==> config.mk <==
export PLATFORM = sky130hd
export DESIGN_NAME = sqrt_arbiter
export DESIGN_NICKNAME = d
export VERILOG_FILES = /design/src/rtl/sqrt_arbiter.sv
export SDC_FILE = /design/constraint.sdc
export NUM_CORES = 1
export LEC_CHECK = 0
export CAP_MARGIN = 10
export CORE_UTILIZATION = 37
export DETAILED_ROUTE_END_ITERATION = 12
export GPL_TIMING_DRIVEN = 0
export HOLD_SLACK_MARGIN = 0.06
export PLACE_DENSITY_LB_ADDON = 0.2
export SYNTH_ARGS = -nofsm -noshare
export SYNTH_HDL_FRONTEND = slang
export SYNTH_SLANG_ARGS = --single-unit
==> constraint.sdc <==
create_clock -name clk -period 1.7 [get_ports clk]
set_input_delay 0.255 -clock clk [delete_from_list [all_inputs] [get_ports clk]]
set_output_delay 0.255 -clock clk [all_outputs]
set_load 0.02 [all_outputs]
==> src/rtl/sqrt_arbiter.sv <==
// sqrt_arbiter: round-robin arbiter/sequencer sharing one square-root engine
// among NUM_REQ requesters. Issues one job at a time, waits for the engine's
// done pulse (bounded by TIMEOUT cycles) and returns result/residue or an error.
module sqrt_arbiter #(
  parameter int WORD_LENGTH = 16,
  parameter int NUM_REQ     = 4,
  parameter int TIMEOUT     = 15
) (
  input  logic                                  clk,
  input  logic                                  reset,
  input  logic [NUM_REQ-1:0]                    req_valid,
  input  logic [NUM_REQ*(WORD_LENGTH/2)-1:0]    req_data,
  output logic [NUM_REQ-1:0]                    req_ready,
  output logic [NUM_REQ-1:0]                    rsp_valid,
  output logic [WORD_LENGTH-1:0]                rsp_result,
  output logic [WORD_LENGTH-1:0]                rsp_residue,
  output logic                                  rsp_error,
  output logic                                  busy,
  output logic                                  eng_start,
  output logic [WORD_LENGTH/2-1:0]              eng_operand,
  input  logic                                  eng_done,
  input  logic [WORD_LENGTH-1:0]                eng_result,
  input  logic [WORD_LENGTH-1:0]                eng_residue
);

  localparam int OP_W  = WORD_LENGTH / 2;
  localparam int PTR_W = $clog2(NUM_REQ);
  localparam int TMR_W = $clog2(TIMEOUT + 1);

  typedef enum logic [1:0] {
    S_IDLE    = 2'd0,
    S_ISSUE   = 2'd1,
    S_WAIT    = 2'd2,
    S_RESPOND = 2'd3
  } state_t;

  state_t                   state_q, state_d;
  logic [PTR_W-1:0]         ptr_q, ptr_d;
  logic [PTR_W-1:0]         grant_q, grant_d;
  logic [TMR_W-1:0]         timer_q, timer_d;

  logic [NUM_REQ-1:0]       req_ready_d, rsp_valid_d;
  logic [WORD_LENGTH-1:0]   rsp_result_d, rsp_residue_d;
  logic                     rsp_error_d, busy_d, eng_start_d;
  logic [OP_W-1:0]          eng_operand_d;

  logic                     found;
  logic [PTR_W-1:0]         pick;
  logic [OP_W-1:0]          pick_op;
  int                       idx;

  // Round-robin search starting at ptr, wrapping modulo NUM_REQ.
  always_comb begin
    // NOTE: every combinational output gets a default first so no path leaves
    // it unassigned; otherwise synthesis would infer a latch.
    found   = 1'b0;
    pick    = '0;
    pick_op = '0;
    idx     = 0;
    for (int i = 0; i < NUM_REQ; i++) begin
      idx = (int'(ptr_q) + i) % NUM_REQ;
      if (!found && req_valid[PTR_W'(idx)]) begin
        found = 1'b1;
        pick  = PTR_W'(idx);
      end
    end
    for (int i = 0; i < NUM_REQ; i++) begin
      if (PTR_W'(i) == pick) pick_op = req_data[i*OP_W +: OP_W];
    end
  end

  // Next-state logic; registered outputs are computed for the state being entered.
  always_comb begin
    state_d       = state_q;
    ptr_d         = ptr_q;
    grant_d       = grant_q;
    timer_d       = timer_q;
    req_ready_d   = '0;
    rsp_valid_d   = '0;
    eng_start_d   = 1'b0;
    eng_operand_d = eng_operand;
    rsp_result_d  = rsp_result;
    rsp_residue_d = rsp_residue;
    rsp_error_d   = rsp_error;

    unique case (state_q)
      S_IDLE: begin
        if (found) begin
          grant_d            = pick;
          eng_operand_d      = pick_op;
          req_ready_d[pick]  = 1'b1;
          eng_start_d        = 1'b1;
          state_d            = S_ISSUE;
        end
      end
      S_ISSUE: begin
        timer_d = '0;
        state_d = S_WAIT;
      end
      S_WAIT: begin
        timer_d = timer_q + 1'b1;
        // done has priority over the timeout when both land in the same cycle
        if (eng_done) begin
          rsp_result_d         = eng_result;
          rsp_residue_d        = eng_residue;
          rsp_error_d          = 1'b0;
          rsp_valid_d[grant_q] = 1'b1;
          state_d              = S_RESPOND;
        end else if (timer_q == TMR_W'(TIMEOUT - 1)) begin
          rsp_result_d         = '0;
          rsp_residue_d        = '0;
          rsp_error_d          = 1'b1;
          rsp_valid_d[grant_q] = 1'b1;
          state_d              = S_RESPOND;
        end
      end
      S_RESPOND: begin
        ptr_d   = (grant_q == PTR_W'(NUM_REQ - 1)) ? '0 : grant_q + 1'b1;
        state_d = S_IDLE;
      end
      default: state_d = S_IDLE;
    endcase

    busy_d = (state_d != S_IDLE);
  end

  // State and output registers; reset clears everything and drops any job.
  always_ff @(posedge clk or negedge reset) begin
    // NOTE: sequential state uses non-blocking assignment so every register
    // samples pre-edge values regardless of statement order.
    if (!reset) begin
      state_q     <= S_IDLE;
      ptr_q       <= '0;
      grant_q     <= '0;
      timer_q     <= '0;
      req_ready   <= '0;
      rsp_valid   <= '0;
      rsp_result  <= '0;
      rsp_residue <= '0;
      rsp_error   <= 1'b0;
      busy        <= 1'b0;
      eng_start   <= 1'b0;
      eng_operand <= '0;
    end else begin
      state_q     <= state_d;
      ptr_q       <= ptr_d;
      grant_q     <= grant_d;
      timer_q     <= timer_d;
      req_ready   <= req_ready_d;
      rsp_valid   <= rsp_valid_d;
      rsp_result  <= rsp_result_d;
      rsp_residue <= rsp_residue_d;
      rsp_error   <= rsp_error_d;
      busy        <= busy_d;
      eng_start   <= eng_start_d;
      eng_operand <= eng_operand_d;
    end
  end

endmodule

==> impl_metrics.tcl <==
set metrics [dict create \
    synth_most_common_cell "dfrtp_1" \
    cp_top_family "buffers and inverters" \
    core_um2 6870 \
    yosys_warnings 0 \
    start_kind "primary input" \
    synthArstFlopShare_pct 100 \
    slew_viol_final 0 \
    finalHoldViolCount 0 \
    grt_util_all_layers_pct 18.7 \
    slowest_delay_ps 540 \
    slew_headroom_pct 47.5 \
    synth-seq-cells 61 \
    ys.flop_type "dfrtp_1" \
    fin_crit_sh_pct 97.7 \
    cts_made_buffers 9 \
    pwr_density_cell_nw_per_um2 1710 \
    ios 122 \
    synth_cells 218 \
    synth_edf_count 0 \
    antenna_found_initial 0 \
    row_count 30 \
    clock-root-buffer "clkbuf_8" \
    grt_pass1_wl_mm 10.7 \
    portBuffers 121 \
    fillers 566 \
    insertion_delay_ps 330 \
    postRouteAntennaNets 0 \
    finalSetupViolCount 0 \
    synth_commonest_cells "61 x dfrtp_1, 32 x a22o_1, 18 x mux2i_1, 16 x nand2_1, 11 x nor2_1" \
    outcome "finished clean" \
    htreeDepth 3 \
    die_w_um 87.0 \
    drt-vias-per-instance 4.89 \
    area_growth_pct 63.4 \
    fmax_mhz 602 \
    worstSetupEndpointType "flop" \
    diodes 0 \
    yosys.area.top_type "dfrtp_1" \
    drt_iter0_drc 72 \
    worstSetupPathType "in2reg" \
    clkTransAtPathRegs_ps 70 \
    synth_top_area_share_pct 57.1 \
    ir_drop_mv 0.702 \
    drcViolationCount 0 \
    syn_area_um2 2670 \
    dpl.hpwl_mm 4.88 \
    required_ps 1930 \
    finClkSkew_ps 8.26 \
    drt_first_pass_iters 4 \
    p_leak_nw 1.94 \
    routedWlPerCell_um 14.5 \
    hold_path_class "in2reg" \
    start_util_pct 38.9 \
    crit_path_max_fanout 7 \
    max_cap_viol_count 0 \
    grt_pass1_vias 2225 \
    cts.path.max_buffers 2 \
    placed_cells 436 \
    die_h_um 87.0 \
    clock_sinks 61 \
    fin_worst_hold_slack_ps 406 \
    final_cells 461 \
    synthTopCellsByArea "dfrtp_1 57%, a22o_1 10%, mux2i_1 6.7%" \
    crit_path_cell_trace "clkdlybuf4s50_1 -> or2b_1 -> a21oi_4 -> nor2_8 -> buf_4 -> mux2i_1 -> a221oi_1" \
    grt_start_max_net_pins 35 \
    path_buf_inv 2 \
    die_area_um2 7560 \
    synth_nets 299 \
    final_nets 441 \
    tightest_slew_ps 788 \
    cts_tree "built" \
    arrival_ps 1890 \
    drive_gt1_share_pct 14.5 \
    slowest_stage "clkdlybuf4s50_1" \
    overflow 0 \
    period_minus_slack_ps 1660 \
    place.gp.congestion 0.782 \
    vias 2256 \
    drt_wl_total_mm 6.68 \
    yosysSeqAreaShare_pct 57.1 \
    rsz0062_at_grt "true" \
    ys_types 38 \
    synth_area_per_cell_um2 12.3 \
]
metal layers:
metal	vias to the layer above	share of wire [%]	GRT usage, %	wire length (µm)
met4	0	2.1	7.58	140
met2	87	49	31.1	3240
li1	1088	-	-	-
met1	1069	42	23.2	2810
met3	12	7.2	4.93	482
met5	-	0	0	0
timing repair:
item / CTS / global route
setup endpoints to repair: 39 / 39
hold buffers: 1 / 0
resized for setup: 22 / 16
pin swaps: 2 / 5
endpoints found under the hold margin: 33 / 0
setup buffers: 3 / 6
worst register-to-register path: stages, from the launching register on:
cell and delay (ps):
dfrtp_1 360, inv_2 50, ha_1 200, and3_4 200
o21a_4 240, a211oi_2 170, a31oi_2 70, or2_4 240
state kept, by name (all words and copies together), names as in the netlist:
signal	cells
eng_operand	8
rsp_result	16
state_q	2
timer_q	4
ptr_q	2
req_ready	4
grant_q	2
busy	1
eng_start	1
rsp_valid	4
rsp_error	1
rsp_residue	16
cells by family (layout without fill, tap and decap cells):
logic type	Yosys count	count (layout)	share of synthesized area, %
compound gates	65	65	19.0
flops	61	61	57.1
simple gates	44	44	8.43
mux	19	19	7.17
buf+inv	19	166	3.56
fa+ha+maj	10	10	4.68
power breakdown:
part,total (mW),switching (mW),internal (mW)
Combinational,3.91,1.90,2.01
Clock,1.18,0.532,0.646
Sequential,2.39,0.331,2.05
Total,7.47,2.76,4.71
final cells by class:
type	instances	area (µm²)	share of cell area, %
tap	96	120	2.75
timing repair buffer	132	1310	30.0
clock inverter	3	18.8	0.430
sequential	61	1530	35.0
buffer	9	90.1	2.06
clock buffer	13	169	3.87
multi-input combinational	138	1100	25.2
inverter	9	33.8	0.774
per-stage QoR:
step	setup TNS [ps]	setup WS [ps]	total power [mW]	instance area (µm²)	utilization (%)
finish	0	38.3	7.47	4370	63.6
global placement	-107720	-1570	6.01	4000	58.3
CTS	0	4.89	7.41	4300	62.6
floorplan	0	31.0	4.47	2670	-
detailed placement	-13210	-441	6.06	4020	58.5
global route	-95.5	-33.3	7.99	4370	63.6
cells in the final DEF (no fill, tap or decap), types with 2 or more instances in the layout:
cell type,n
a21oi_1,5
a221oi_1,3
a22o_1,32
and2_1,5
buf_12,2
buf_4,12
clkbuf_4,3
clkbuf_8,13
clkdlybuf4s50_1,117
clkinv_2,2
dfrtp_1,60
dlymetal6s2s_1,2
ha_1,9
inv_1,7
inv_2,2
mux2i_1,18
nand2_1,15
nand3_1,2
nor2_1,11
o21ai_0,9
o221ai_1,5
path summary, 6_finish.rpt:
check,from,end,slack (ps),depth (start not counted)
setup / recovery,req_valid[2],eng_operand[2]$_DFFE_PN0P_,40,7
hold / removal,req_valid[0],state_q[1]$_DFF_PN0_,410,4
setup reg to reg,timer_q[0]$_DFFE_PN0P_,busy$_DFF_PN0_,70,7
hold reg to reg,eng_operand[0]$_DFFE_PN0P_,eng_operand[0]$_DFFE_PN0P_,500,2
max in group asynchronous,reset,ptr_q[1]$_DFFE_PN0N_,540,3
min in group asynchronous,reset,rsp_residue[14]$_DFFE_PN0P_,540,2
Note: power is estimated with default switching activity, not from simulation.
